<file path="config.mk">
export PLATFORM = sky130hd
export DESIGN_NAME = ldlt_sched
export DESIGN_NICKNAME = d
export VERILOG_FILES = /design/src/rtl/ldlt_sched.sv
export SDC_FILE = /design/constraint.sdc
export NUM_CORES = 1
export LEC_CHECK = 0
export CORE_MARGIN = 3
export CORE_UTILIZATION = 50
export DETAILED_ROUTE_END_ITERATION = 6
export GPL_ROUTABILITY_DRIVEN = 0
export PLACE_DENSITY = 0.8
export SYNTH_ARGS = -nofsm -noshare
export SYNTH_HDL_FRONTEND = slang
export SYNTH_SLANG_ARGS = --single-unit
</file>
<file path="constraint.sdc">
create_clock -name clk -period 4.2 [get_ports clk]
set_input_delay 1.05 -clock clk [delete_from_list [all_inputs] [get_ports clk]]
set_output_delay 1.05 -clock clk [all_outputs]
set_load 0.01 [all_outputs]
</file>
<file path="src/rtl/ldlt_sched.sv">
// Index scheduler for the LDL^T factorization datapath: walks (i, j, k) in
// factorization order and issues one DIV0/ACC/FIN command per handshake.
module ldlt_sched #(
   parameter int MAT_DIM = 600,
   parameter int IDX_W   = 10,
   parameter int CNT_W   = 32
) (
   input  logic             clk,
   input  logic             rst,
   input  logic             i_start,
   output logic             o_busy,
   output logic             o_done,
   output logic             o_cmd_valid,
   input  logic             i_cmd_ready,
   output logic [1:0]       o_cmd_op,
   output logic [IDX_W-1:0] o_cmd_i,
   output logic [IDX_W-1:0] o_cmd_j,
   output logic [IDX_W-1:0] o_cmd_k,
   output logic             o_cmd_last,
   output logic [CNT_W-1:0] o_cmd_cnt
);

   typedef enum logic [1:0] {S_IDLE, S_RUN, S_DONE} state_t;

   localparam logic [1:0]       OP_DIV0 = 2'd0;
   localparam logic [1:0]       OP_ACC  = 2'd1;
   localparam logic [1:0]       OP_FIN  = 2'd2;
   localparam logic [IDX_W-1:0] ONE     = IDX_W'(1);
   localparam logic [IDX_W-1:0] LAST_I  = IDX_W'(MAT_DIM - 1);
   localparam logic [IDX_W-1:0] LAST_J  = IDX_W'(MAT_DIM - 2);
   localparam logic [CNT_W-1:0] CNT_MAX = '1;

   state_t           state_q, state_d;
   logic             busy_q, busy_d;
   logic             done_q, done_d;
   logic             valid_q, valid_d;
   logic [1:0]       op_q, op_d;
   logic [IDX_W-1:0] i_q, i_d, j_q, j_d, k_q, k_d;
   logic             last_q, last_d;
   logic [CNT_W-1:0] cnt_q, cnt_d;
   logic [IDX_W-1:0] ni, nj, nk;

   // j==0 is the row's divide; otherwise the final k of an inner loop is FIN.
   function automatic logic [1:0] op_of(input logic [IDX_W-1:0] j, input logic [IDX_W-1:0] k);
      if (j == '0)
         return OP_DIV0;
      else if (k + ONE < j)
         return OP_ACC;
      else
         return OP_FIN;
   endfunction

   function automatic logic last_of(input logic [IDX_W-1:0] i, input logic [IDX_W-1:0] j,
                                    input logic [IDX_W-1:0] k);
      return (i == LAST_I) && (j == LAST_J) && ((j == '0) || (k + ONE == j));
   endfunction

   always_comb begin
      ni = i_q;
      nj = j_q;
      nk = '0;
      if (k_q + ONE < j_q) begin
         nk = k_q + ONE;
      end else if (j_q + ONE < i_q) begin
         nj = j_q + ONE;
      end else begin
         ni = i_q + ONE;
         nj = '0;
      end
   end

   always_comb begin
      state_d = state_q;
      busy_d  = busy_q;
      done_d  = 1'b0;
      valid_d = valid_q;
      op_d    = op_q;
      i_d     = i_q;
      j_d     = j_q;
      k_d     = k_q;
      last_d  = last_q;
      cnt_d   = cnt_q;
      case (state_q)
         S_IDLE: begin
            if (i_start) begin
               cnt_d  = '0;
               busy_d = 1'b1;
               if (MAT_DIM == 1) begin
                  state_d = S_DONE;
                  done_d  = 1'b1;
               end else begin
                  state_d = S_RUN;
                  valid_d = 1'b1;
                  i_d     = ONE;
                  j_d     = '0;
                  k_d     = '0;
                  op_d    = OP_DIV0;
                  last_d  = last_of(ONE, '0, '0);
               end
            end
         end
         S_RUN: begin
            if (valid_q && i_cmd_ready) begin
               cnt_d = (cnt_q == CNT_MAX) ? cnt_q : cnt_q + CNT_W'(1);
               if (last_q) begin
                  state_d = S_DONE;
                  done_d  = 1'b1;
                  valid_d = 1'b0;
                  op_d    = OP_DIV0;
                  i_d     = '0;
                  j_d     = '0;
                  k_d     = '0;
                  last_d  = 1'b0;
               end else begin
                  i_d    = ni;
                  j_d    = nj;
                  k_d    = nk;
                  op_d   = op_of(nj, nk);
                  last_d = last_of(ni, nj, nk);
               end
            end
         end
         S_DONE: begin
            state_d = S_IDLE;
            busy_d  = 1'b0;
         end
         default: begin
            state_d = S_IDLE;
            busy_d  = 1'b0;
            valid_d = 1'b0;
         end
      endcase
   end

   always_ff @(posedge clk or posedge rst) begin
      if (rst) begin
         state_q <= S_IDLE;
         busy_q  <= 1'b0;
         done_q  <= 1'b0;
         valid_q <= 1'b0;
         op_q    <= OP_DIV0;
         i_q     <= '0;
         j_q     <= '0;
         k_q     <= '0;
         last_q  <= 1'b0;
         cnt_q   <= '0;
      end else begin
         state_q <= state_d;
         busy_q  <= busy_d;
         done_q  <= done_d;
         valid_q <= valid_d;
         op_q    <= op_d;
         i_q     <= i_d;
         j_q     <= j_d;
         k_q     <= k_d;
         last_q  <= last_d;
         cnt_q   <= cnt_d;
      end
   end

   assign o_busy      = busy_q;
   assign o_done      = done_q;
   assign o_cmd_valid = valid_q;
   assign o_cmd_op    = op_q;
   assign o_cmd_i     = i_q;
   assign o_cmd_j     = j_q;
   assign o_cmd_k     = k_q;
   assign o_cmd_last  = last_q;
   assign o_cmd_cnt   = cnt_q;

endmodule

</file>
---- Word-level counts from Yosys, hierarchy flattened ----
Cells that the tools add are included.
word-level totals
  output and inout port bits .............. 68
  bits in registers ....................... 70
  input port bits ......................... 4
cells by class
  $lt $le $gt $ge ......................... 3
  muxes and demuxes ....................... 42
  reductions and logical operators ........ 12
  eq/ne operators ......................... 10
  add/subtract/negate cells ............... 5
  bitwise logic cells ..................... 2
operators by type and width
  operator                                             count
  2-to-1 mux 10 bit                                    13
  2-to-1 mux 32 bit                                    3
  case mux 32 bit (2 select lines)                     1
  case mux 10 bit (2 select lines)                     3
  adder 10 x 1 -> 10 bit, second input constant        4
  adder 32 x 1 -> 32 bit, second input constant        1
  equality test 32 bit, second input constant          1
  less-than comparator 10 bit                          3
  equality test 10 bit, second input constant          2
  2-to-1 mux 2 bit                                     8
  equality test 10 bit                                 1
  zero test 10 bit                                     1
  2-to-1 mux 1 bit                                     9
  != test 2 bit, second input constant                 4
  case mux 2 bit (2 select lines)                      2
  AND reduction 4 bit                                  2
  AND reduction 3 bit                                  2
  case mux 1 bit (2 select lines)                      2
  logical AND 1 bit                                    3
  case mux 1 bit (3 select lines)                      1
  equality test 2 x 1 -> 1 bit, second input constant  1
  equality test 2 bit, second input constant           1
  zero test 2 bit                                      1
  NOT 1 bit                                            2
  3 further kinds                                      3

---- Depth between registers and ports, before layout ----
  word-level depth ........................ 10
  mapped depth ............................ 23
  depth with buffers taken out ............ 21

---- Least setup slack after synthesis ----
No wires, ideal clock.
  kind .................................... reg-to-reg
  start point ............................. reg k_q[2], in the netlist o_cmd_k[2]
  end point ............................... reg last_q, in the netlist o_cmd_last
  data required time ...................... 4.108 ns
  slack ................................... -0.180 ns
  data arrival time ....................... 4.288 ns
  setup time .............................. 0.092 ns
  cell stages (with the launch flop) ...... 24
  buffers on the path ..................... 2
  cells stage by stage .................... dfrtp_1 -> and3_1 -> and3_1 -> and3_1 -> nand3_1 -> xor2_1 -> inv_1 -> ha_1 -> a21oi_1 -> o21ai_1 -> nor2_1 -> clkbuf_1 -> buf_2 -> and2_1 -> ha_1 -> nand4_1 -> nor2_1 -> xnor2_1 -> nor2_1 -> ha_1 -> nand4_1 -> nor3_1 -> o221ai_2 -> o31ai_2
on the way
  cells in the longest elaborated chain, start to end .. 10
ends and longest elaborated chain
  item                               line    text
  from (decl)                        38      logic [IDX_W-1:0] i_q, i_d, j_q, j_d, k_q, k_d;
  from (signal assigned)             155     k_q <= k_d;
  adder 10 x 1 -> 10 bit *           62, 63
  less-than comparator 10 bit        62      if (k_q + ONE < j_q) begin
  2-to-1 mux 10 bit                  62
  adder 10 x 1 -> 10 bit             55      return (i == LAST_I) && (j == LAST_J) && ((j == '0) || (k + ONE == j));
  equality test 10 bit               55
  logical OR 1 bit                   55
  logical AND 1 bit *                55
  2-to-1 mux 1 bit *                 105     if (last_q) begin
  2-to-1 mux 1 bit *                 103     if (valid_q && i_cmd_ready) begin
  case mux 1 bit (2 select lines) *  83      case (state_q)
  to (signal assigned)               156     last_q <= last_d;
  to (decl)                          39      logic last_q, last_d;
Every way passes the cells marked *; elsewhere a longest branch is shown, timed or not. The select of a mux whose other input is x is not followed.
A chain may end at the register's enable or synchronous reset.

---- Worst setup path after layout ----
Same ends and word-level chain as after synthesis.

==> impl_metrics.py <==
metrics = {
    "logic_synthesis": {
        "yosysSeqAreaShare_pct": 37.13,
        "synth_area_leaders": "dfrtp_1 37%, ha_1 8.8%, xnor2_1 4.3%, nand2_1 4.2%, xor2_1 4.1%",
        "syn_area_per_cell_um2": 8.642,
        "synth_top_area_share_pct": 37.13,
        "synth_ff_type": "dfrtp_1",
        "syn_nets": 583,
        "postSynthCellCount": 546,
        "yosysTopAreaCell": "dfrtp_1",
        "synth_edf_count": 0,
        "ys_warn_count": 0,
        "synth.cell_area_mm2": 0.004718,
        "synthDistinctLibCells": 58,
        "synth-seq-cells": 70,
        "synth_async_sr_flop_share_pct": 100.0,
    },
    "timing": {
        "hold_viol_final": 0,
        "period_needed_ps": 4109,
        "drv_slew": 0,
        "setup_slack_ps": 90.77,
        "maxSlewHeadroom_pct": 38.82,
        "fmax_mhz": 243.4,
        "hold_slack_ps": 492.0,
        "worst_clock_skew_ps": 6.630,
        "finalSetupViolations": 0,
        "fin_crit_sh_pct": 97.84,
        "worst_pin_slew_ps": 917.6,
    },
    "clock_tree": {
        "htree_levels": 3,
        "clockRootBuffer": "clkbuf_8",
        "clkTransAtPathRegs_ps": 80,
        "cts_sinks": 70,
        "clock_latency_ps": 350,
        "cts_made_buffers": 9,
        "cts_tree": "yes",
        "max-clock-path-buffers": 2,
    },
    "worst_setup_path": {
        "timing.rr.end": "o_cmd_last",
        "cp-end-kind": "flip-flop",
        "max_stage_delay_ps": 360,
        "arrival_ps": 4380,
        "critical_path.max_fanout": 5,
        "crit_end": "o_cmd_last",
        "crit_path_cell_trace": "and3_4 > and3_4 > and3_4 > nand3_2 > xor2_2 > inv_2 > ha_4 > a21oi_2 > o21ai_2 > or2_4 > nor2_4 > ha_2 > nand4_1 > nor2_1 > xnor2_1 > nor2_1 > ha_1 > nand4_1 > nor3_1 > o221ai_2 > o31ai_2",
        "crit_top_cell": "and3_4",
        "required_ps": 4470,
        "criticalPathCategory": "flip-flop to flip-flop",
        "cp-startpoint": "o_cmd_k[2]",
        "rrSetupSlack_ps": 90,
        "r2r_start": "o_cmd_k[2]",
        "slowest_stage": "dfrtp_2",
        "r2r_cells": 21,
        "start_kind": "flip-flop",
    },
    "min_path": {
        "min-delay-start": "o_cmd_op[0]",
        "min_path_type": "flip-flop to flip-flop",
    },
    "die": {
        "coreArea_mm2": 0.008934,
        "die_h_um": 103.1,
        "initial_utilization_pct": 52.82,
        "dieArea_mm2": 0.01064,
        "rows": 34,
        "ioPinCount": 72,
        "die_w_um": 103.1,
    },
    "layout": {
        "n_antenna_cell": 0,
        "layout-drive-gt1-share_pct": 15.33,
        "finalNetCount": 678,
        "fillerInstances": 698,
        "area_delta_synth_final_pct": 29.20,
        "register_area_mm2": 0.001758,
        "multi_input_area_mm2": 0.002939,
    },
    "routing": {
        "via_per_inst": 6.119,
        "dr_total_vias": 4614,
        "antenna_left": 0,
        "routed_wirelength_um": 13060,
        "drt-initial-drc-count": 304,
        "wl_per_cell_um": 17.32,
        "drt-pass1-iter-count": 5,
        "drc_errors": 0,
    },
    "global_routing": {
        "grt.overflow.total": 0,
        "grt_max_degree": 33,
        "antenna_found_initial": 0,
        "grt_pass1_vias": 4372,
        "grt_pass1_wl_um": 20910,
        "grt_util_all_layers_pct": 24.77,
    },
    "outcome": {
        "status": "finished clean",
    },
    "pwr": {
        "p_total_mw": 3.653,
        "ir_worst_vdd_uv": 524.7,
        "p_leak_nw": 2.617,
        "pwr_density_cell_mw_per_mm2": 599.3,
    },
    "job": {
        "cap_viol_max_count": 0,
    },
    "place": {
        "port_buffers": 71,
        "hpwl_um": 9532,
        "dp_slack_ps": -17.55,
    },
}
==> layout by cell type, fill, tap and decap left out, drive strengths merged, types with 7 or more instances in the layout <==
cell type,count
nor3,13
ha,33
nand3,35
nand4,16
dfrtp,70
a22o,9
and3,12
a21oi,26
xor2,22
clkbuf,9
o22ai,11
nor2,50
nand2,53
xnor2,24
nand2b,7
clkdlybuf4s50,71
inv,33
o21ai,36
buf,31
or3,7
==> critical path: cells and delay by family (launching register included) <==
kind	cells	cell delay, ps
simple gates	11	1830
flops	1	360
compound gates	4	630
fa+ha+maj	3	750
buf+inv	1	80
xor+xnor	2	360
==> worst min-delay path by stage <==
stage | to | depth (start not counted)
after floorplan | state_q[0] | 1
after global placement | o_cmd_op[0] | 2
after detailed placement | o_cmd_op[0] | 2
after CTS | o_cmd_op[0] | 2
after global routing | o_cmd_op[0] | 2
final | o_cmd_op[0] | 2
==> synthesized netlist by cell type (7+ instances only) <==
master / number
dfrtp_1: 70
nand2_1: 53
nor2_1: 50
nand3_1: 35
ha_1: 33
inv_1: 31
a21oi_1: 26
xnor2_1: 23
xor2_1: 22
o21ai_1: 20
o21ai_0: 16
clkbuf_1: 15
nand4_1: 15
nor3_1: 13
and3_1: 12
o22ai_1: 11
a22o_1: 9
nand2b_1: 7
or3_1: 7
==> layer usage <==
| layer | vias to the layer above | track usage, % | share of wire, % |
|---|---|---|---|
| li1 | 2149 | - | - |
| met1 | 2223 | 33.69 | 43 |
| met2 | 205 | 39.66 | 47 |
| met3 | 37 | 4.939 | 7.3 |
| met4 | 0 | 8.167 | 2.5 |
| met5 | - | 0 | 0 |
==> kinds of logic (layout without fill, tap and decap cells) <==
logic type,count (synthesis),count (layout),synth area share (%)
and+or+nand+nor,227,227,24.98
AOI/OAI and AO/OA,117,117,15.73
DFF,70,70,37.13
buffers and inverters,50,150,4.057
xor gates and xnor gates,46,46,8.698
adders and majority gates,33,33,8.751
muxes,3,3,0.6630
==> registers in the layout, summed over array words and instances (netlist names) <==
signal and count:
o_cmd_k 10, o_cmd_last 1, o_cmd_i 10, o_done 1, o_busy 1, o_cmd_cnt 32
o_cmd_j 10, state_q 2, o_cmd_op 2, o_cmd_valid 1
==> area by class of cell <==
cell class | count | share of cell area, %
inverter | 32 | 1.970
clock buffer | 9 | 2.032
clock inverter | 7 | 1.190
multi-input combinational | 426 | 48.21
timing repair buffer | 102 | 15.54
sequential | 70 | 28.84
tap | 108 | 2.217
==> timing repair <==
action / 4_1_cts / 5_1_grt
hold buffers: 0 / 0
buffers inserted: 0 / 4
resized for setup: 3 / 37
endpoints found under the setup margin: 3 / 3
pin swaps: 0 / 14
==> power by group <==
| part | internal (mW) | leakage, nW | switching [mW] |
|---|---|---|---|
| clock network | 0.275 | 0.0956 | 0.283 |
| logic | 0.971 | 1.58 | 1.25 |
| registers | 0.753 | 0.937 | 0.124 |
==> through the flow <==
step	util (%)	TNS, ps	cell area [um2]	cells
2_1_floorplan	-	0	4733	546
6_report	68.24	0	6096	754
3_5_place_dp	63.91	-19.61	5709	734
5_1_grt	68.24	-220.6	6096	754
4_1_cts	66.20	0	5914	750
3_3_place_gp	63.91	0	5709	734
Power figures use the tool's default switching activity.
